--- config.mk ---
export PLATFORM = sky130hd
export DESIGN_NAME = fir_error_stats
export DESIGN_NICKNAME = d
export VERILOG_FILES = /design/src/rtl/fir_error_stats.sv
export SDC_FILE = /design/constraint.sdc
export NUM_CORES = 2
export LEC_CHECK = 0
export ABC_AREA = 1
export CORE_MARGIN = 2
export CORE_UTILIZATION = 60
export DETAILED_ROUTE_END_ITERATION = 10
export PLACE_DENSITY = 0.78
export SLEW_MARGIN = 40
export SYNTH_ARGS = -nofsm -noshare
export SYNTH_HDL_FRONTEND = slang
export SYNTH_SLANG_ARGS = --single-unit
--- constraint.sdc ---
create_clock -name clk -period 13.25 [get_ports clk]
set_input_delay 1.9875 -clock clk [delete_from_list [all_inputs] [get_ports clk]]
set_output_delay 1.9875 -clock clk [all_outputs]
set_load 0.02 [all_outputs]
--- src/rtl/fir_error_stats.sv ---
// fir_error_stats: windowed error statistics (mean, variance, max |e|)
// between the approximate and exact FIR outputs over 2^LOG2_N samples.
module fir_error_stats #(
    parameter int unsigned DATA_W = 16,
    parameter int unsigned LOG2_N = 4
) (
    input  logic                      clk,
    input  logic                      rst_n,
    input  logic                      in_valid,
    output logic                      in_ready,
    input  logic [DATA_W-1:0]         approx_in,
    input  logic [DATA_W-1:0]         exact_in,
    output logic                      out_valid,
    input  logic                      out_ready,
    output logic [DATA_W:0]           mean_err,
    output logic [2*(DATA_W+1)-1:0]   var_err,
    output logic [DATA_W:0]           max_abs_err
);

    localparam int unsigned EW = DATA_W + 1;        // error width
    localparam int unsigned SW = EW + LOG2_N;       // sum width
    localparam int unsigned VW = 2 * EW;            // square / variance width
    localparam int unsigned QW = VW + LOG2_N;       // sum of squares width
    localparam int unsigned N  = 1 << LOG2_N;

    localparam logic [1:0] ACCUM = 2'd0;
    localparam logic [1:0] MEAN  = 2'd1;
    localparam logic [1:0] VAR   = 2'd2;
    localparam logic [1:0] HOLD  = 2'd3;

    logic [1:0]             state_q, state_d;
    logic [LOG2_N-1:0]      cnt_q, cnt_d;
    logic signed [SW-1:0]   sum_q, sum_d;
    logic [QW-1:0]          sumsq_q, sumsq_d;
    logic [EW-1:0]          max_q, max_d;
    logic signed [EW-1:0]   mean_q, mean_d;
    logic [VW-1:0]          msq_q, msq_d;
    logic                   in_ready_q, in_ready_d;
    logic                   out_valid_q, out_valid_d;
    logic signed [EW-1:0]   mean_err_q, mean_err_d;
    logic [VW-1:0]          var_err_q, var_err_d;
    logic [EW-1:0]          max_abs_err_q, max_abs_err_d;

    logic signed [EW-1:0]   err_c;
    logic signed [VW-1:0]   sq_c;
    logic [EW-1:0]          abs_c;
    logic signed [VW-1:0]   prod_c;
    logic signed [VW:0]     diff_c;
    logic                   take_c;

    // Per-sample error terms; one extra bit keeps the difference exact.
    always_comb begin
        err_c  = $signed({approx_in[DATA_W-1], approx_in}) - $signed({exact_in[DATA_W-1], exact_in});
        sq_c   = err_c * err_c;
        abs_c  = err_c[EW-1] ? $unsigned(-err_c) : $unsigned(err_c);
        prod_c = mean_q * mean_q;
        diff_c = $signed({1'b0, msq_q}) - $signed({prod_c[VW-1], prod_c});
        take_c = in_valid && in_ready_q;
    end

    // Next-state and datapath update for the ACCUM/MEAN/VAR/HOLD sequence.
    always_comb begin
        state_d       = state_q;
        cnt_d         = cnt_q;
        sum_d         = sum_q;
        sumsq_d       = sumsq_q;
        max_d         = max_q;
        mean_d        = mean_q;
        msq_d         = msq_q;
        in_ready_d    = in_ready_q;
        out_valid_d   = out_valid_q;
        mean_err_d    = mean_err_q;
        var_err_d     = var_err_q;
        max_abs_err_d = max_abs_err_q;

        case (state_q)
            ACCUM: begin
                if (take_c) begin
                    sum_d   = sum_q + SW'(err_c);
                    sumsq_d = sumsq_q + QW'($unsigned(sq_c));
                    if (abs_c > max_q) begin
                        max_d = abs_c;
                    end
                    cnt_d = cnt_q + LOG2_N'(1);
                    if (cnt_q == LOG2_N'(N - 1)) begin
                        state_d    = MEAN;
                        in_ready_d = 1'b0;
                    end
                end
            end
            MEAN: begin
                mean_d  = EW'(sum_q >>> LOG2_N);
                msq_d   = VW'(sumsq_q >> LOG2_N);
                state_d = VAR;
            end
            VAR: begin
                mean_err_d    = mean_q;
                var_err_d     = diff_c[VW] ? '0 : diff_c[VW-1:0];
                max_abs_err_d = max_q;
                out_valid_d   = 1'b1;
                state_d       = HOLD;
            end
            HOLD: begin
                if (out_ready) begin
                    out_valid_d = 1'b0;
                    sum_d       = '0;
                    sumsq_d     = '0;
                    max_d       = '0;
                    cnt_d       = '0;
                    in_ready_d  = 1'b1;
                    state_d     = ACCUM;
                end
            end
            default: begin
                state_d    = ACCUM;
                in_ready_d = 1'b1;
            end
        endcase
    end

    // State and datapath registers.
    always_ff @(posedge clk or negedge rst_n) begin
        if (!rst_n) begin
            state_q       <= ACCUM;
            cnt_q         <= '0;
            sum_q         <= '0;
            sumsq_q       <= '0;
            max_q         <= '0;
            mean_q        <= '0;
            msq_q         <= '0;
            in_ready_q    <= 1'b1;
            out_valid_q   <= 1'b0;
            mean_err_q    <= '0;
            var_err_q     <= '0;
            max_abs_err_q <= '0;
        end else begin
            state_q       <= state_d;
            cnt_q         <= cnt_d;
            sum_q         <= sum_d;
            sumsq_q       <= sumsq_d;
            max_q         <= max_d;
            mean_q        <= mean_d;
            msq_q         <= msq_d;
            in_ready_q    <= in_ready_d;
            out_valid_q   <= out_valid_d;
            mean_err_q    <= mean_err_d;
            var_err_q     <= var_err_d;
            max_abs_err_q <= max_abs_err_d;
        end
    end

    assign in_ready    = in_ready_q;
    assign out_valid   = out_valid_q;
    assign mean_err    = mean_err_q;
    assign var_err     = var_err_q;
    assign max_abs_err = max_abs_err_q;

endmodule

After elaboration in Yosys (flattened, before gate mapping) --
Cells that the tools add are included.
Storage, ports and cells: register bits 203, bits in latches 0, memory bits (writable) 0, ROM bits 0, input bits 36, output and inout bits 70, memories kept 0
Operators by class: add/sub/neg operators 6, multiply operators 2, divide/modulo/power cells 0, $lt $le $gt $ge 1, equality and inequality tests 8, shifts and indexed selects 0, mux-type cells 25, bitwise gates (word level) 0, reduce and logical (&&, ||, !) cells 9
Operator list (count):
- 38-bit 2-to-1 mux | 2
- 38-bit one-hot mux with 2 select lines | 1
- 17-bit by 17-bit multiplier with 34-bit output | 2
- 17-bit 2-to-1 mux | 4
- 21-bit 2-to-1 mux | 2
- 21-bit one-hot mux with 2 select lines | 1
- 38-bit by 34-bit adder with 38-bit output | 1
- 35-bit by 34-bit subtractor with 35-bit output | 1
- 34-bit 2-to-1 mux | 1
- 17-bit one-hot mux with 2 select lines | 1
- 21-bit by 17-bit adder with 21-bit output | 1
- 17-bit > comparator | 1
- 17-bit negation | 1
- 16-bit by 16-bit subtractor with 17-bit output | 1
- 4-bit 2-to-1 mux | 2
- 2-bit inequality test, second input constant | 4
- 2-bit one-hot mux with 4 select lines | 1
- 4-bit one-hot mux with 2 select lines | 1
- 4-bit AND reduction | 2
- 2-bit 2-to-1 mux | 3
- 3-bit AND reduction | 2
- 4-bit by 1-bit adder with 4-bit output, second input constant | 1
- 2-bit == test, second input constant | 2
- 4-bit == test, second input constant | 1
- 7 further kinds | 12

Logic depth before layout (Yosys ltp) --
word-level depth 7, mapped depth 50, gate-level depth less buffers 47

Worst setup path before layout --
OpenSTA, ideal clock, no wires.
kind in2reg, start input approx_in[0], end register sumsq_q[33], setup time 0.123 ns, data arrival time 9.778 ns, required time 13.127 ns, setup slack 3.349 ns, stages 42, cells stage by stage inv_1 > ha_1 > fa_1 > inv_1 > nand3_1 > nand3_2 > nand2_1 > nand2_4 > nand3_2 > nand2_1 > nand2_1 > nand2_4 > buf_6 > buf_6 > buf_4 > nor2_1 > fa_1 > inv_1 > [6 not listed] > fa_1 > inv_1 > ha_1 > inv_1 > nor4_1 > nand4_1 > o21ai_0 > xor2_1 > ha_1 > nand2_1 > nor2_1 > inv_1 > nor4_1 > nand3_1 > nand3_1 > a21oi_1 > o21ai_0 > nand2_1
Between the ends: longest elaborated chain between the ends 5
RTL lines:
- from (decl) | RTL line 11 | input logic [DATA_W-1:0] approx_in,
- 16-bit by 16-bit subtractor with 17-bit output | RTL line 53 | err_c = $signed({approx_in[DATA_W-1], approx_in}) - $signed({exact_in[DATA_W-1], exact_in});
- 17-bit by 17-bit multiplier with 34-bit output | RTL line 54 | sq_c = err_c * err_c;
- 38-bit by 34-bit adder with 38-bit output | RTL line 80 | sumsq_d = sumsq_q + QW'($unsigned(sq_c));
- 38-bit 2-to-1 mux | RTL line 78 | if (take_c) begin
- 38-bit one-hot mux with 2 select lines | RTL line 76 | case (state_q)
- to (signal assigned) | RTL line 140 | sumsq_q <= sumsq_d;
- to (decl) | RTL line 34 | logic [QW-1:0] sumsq_q, sumsq_d;
No other way between the ends. The select of a mux whose other input is x is not followed. A chain may end at the register's enable or synchronous reset.

Worst setup path after layout --
start input approx_in[0], end register sumsq_q[35]
Same word-level chain as after synthesis.

==> metrics.cfg <==
[run_status]
status = finished clean

[timing]
rsz0062_at_grt = false
finalSetupViolCount = 0
max_freq_ghz = 0.0921
period_share = 0.820
hold_violations = 0
drv_slew = 0
fin_crit_ns = 10.86
slew_headroom = 0.418
setup_tns_ns = 0
finalClockSkew_ns = 0.0130
worst_slew_pin_slew_ns = 0.873

[detailed_routing]
routed_via_density = 5.49
drc = 0
wirelength_um = 92600
vias = 27800
first_pass_iters = 6
wire_per_inst_um = 18.3
drtIter0Drc = 2286
antenna_left = 0

[worst_setup_path]
crit_path_max_fanout = 42
ff2ff_setup_slack_ns = 6.06
r2r_cells = 20
path_class = input port to flip-flop
end_kind = flip-flop
start_kind = input port
r2r-start = mean_q[16]
r2r-end = var_err[7]
critical_path.max_stage_delay_ns = 0.69
startpoint = approx_in[0]
endpoint = sumsq_q[35]
arrival_ns = 11.31
slowest_stage = fa_1
crit_top_cell = fa_1
critPathRequiredTime_ns = 13.70

[placement]
dp_hpwl_um = 76600
portBuffers = 105
place_congestion = 1.01

[floorplanning]
fp.dieH_um = 243
initial_core_util = 0.608
fp-row-count = 87
dieArea_sq_um = 59200
ios = 106
die_w_um = 243
core_sq_um = 56500

[clock_network]
postCtsSetupRepairBufs = 0
cts.repair.resized = 0
cts.clk_slew.worst_paths_ns = 0.06
clockBufferDepth = 3
ctsHoldBuffers = 0
cts_root_buf = clkbuf_16
h-tree-depth = 1
clk_latency_ns = 0.56
numCtsBuffers = 25
cts.sinks = 203
cts_tree = done

[yosys]
synth.distinct_cells = 59
synth_edf_count = 0
ys_async_sr_fraction = 1.00
ys_seq_area_frac = 0.148
yosysWarnings = 0
syn_inst = 4230
synthesis.nets = 5139
ys.flop_type = dfrtp_1
syn_area_sq_um = 34400
ys_seq_elements = 203
syn-mean-instance-area_sq_um = 8.12

[global_routing]
grt_usage = 0.325
grt_max_degree = 82
overflow = 0
grt_pass1_wl_um = 152000
antenna_found_initial = 1
grt_pass1_vias = 28500

[layout]
syn2layout_area_growth_pct = 7.50
mostFrequentLayoutCell = inv_1
diodes = 0
final_cell_mix = 997 x inv_1, 835 x nand2_1, 576 x fa_1
layout-drive-gt1-share = 0.0379
final_nets = 5193

[run]
maxCapViolations = 0

[hold_path]
min_path_type = flip-flop to flip-flop

final cells by class:
cell class,instances,area (sq um)
Clock inverter,13,135
Inverter,1014,3810
Sequential cell,203,5090
Clock buffer,33,666
Tap cell,756,946
Multi-Input combinational cell,2911,25000
Timing Repair Buffer,129,1250
Fill cell,4730,19600
cells by family after synthesis:
logic type,after synthesis,synth area share
buffers and inverters,1116,0.124
flip-flops,203,0.148
AND/OR/NAND/NOR,1384,0.165
AO/OA/AOI/OAI,546,0.0870
XOR/XNOR,78,0.0225
multiplexers,30,0.00980
adder cells (fa/ha/maj),873,0.444
through the flow:
stage / hold slack [ns] / utilization / setup slack (ns) / instances / cell area [sq um]
final: 0.471 / 0.654 / 2.39 / 5059 / 36900
after global routing: 0.507 / 0.654 / 1.69 / 5059 / 36900
after CTS: 0.472 / 0.654 / 2.47 / 5059 / 36900
after detailed placement: 0.457 / 0.639 / 1.90 / 5013 / 36100
after global placement: 0.457 / 0.639 / 2.01 / 5013 / 36100
after floorplan: 0.449 / - / 3.35 / 4230 / 34400
cells in the mapped netlist (26+ instances only):
cell type  number  area share
nand4_1        26      0.0047
nor3_1         33      0.0048
ha_1          296        0.11
dfrtp_1       202        0.15
inv_1         997        0.11
nand3_1       121       0.018
clkbuf_1       68      0.0074
fa_1          577        0.34
nand2_1       836       0.091
nor2_1        308       0.034
o21ai_0       217       0.032
mux2_2         29      0.0095
xor2_1         47       0.012
a21oi_1       203       0.030
sequential cells by signal, indices dropped and copies added, names as in the netlist, 2 cells and up:
signal       cells
cnt_q            4
sumsq_q         38
msq_q           34
max_abs_err     17
state_q          2
mean_q          17
sum_q           21
mean_err        17
max_q           17
var_err         34
critical path: cells and delay by family:
family | cells | cell delay, ns
buf+inv | 7 | 1.59
fa+ha+maj | 10 | 4.56
simple gates | 15 | 1.95
compound gates | 5 | 0.94
xor+xnor | 1 | 0.26
worst min-delay path by stage:
stage / to / depth (start not counted) / from
6_report: mean_err[14] / 2 / mean_err[14]
4_1_cts: mean_err[14] / 2 / mean_err[14]
2_1_floorplan: max_q[10] / 2 / max_q[10]
5_1_grt: mean_err[14] / 2 / mean_err[14]
3_5_place_dp: mean_err[14] / 2 / mean_err[14]
3_3_place_gp: mean_err[14] / 2 / mean_err[14]
routing by layer:
metal	part of all wire	routed length (um)	vias up	global-route usage
met3	0.076	7000	219	0.0529
met1	0.41	37800	13500	0.431
met5	0	0	-	0
li1	-	-	13000	-
met4	0.055	5100	0	0.150
met2	0.46	42600	1111	0.527
Power is left out: the tool's default activity adds up to more than one toggle a clock period on the data nets, which glitch-free logic cannot reach.
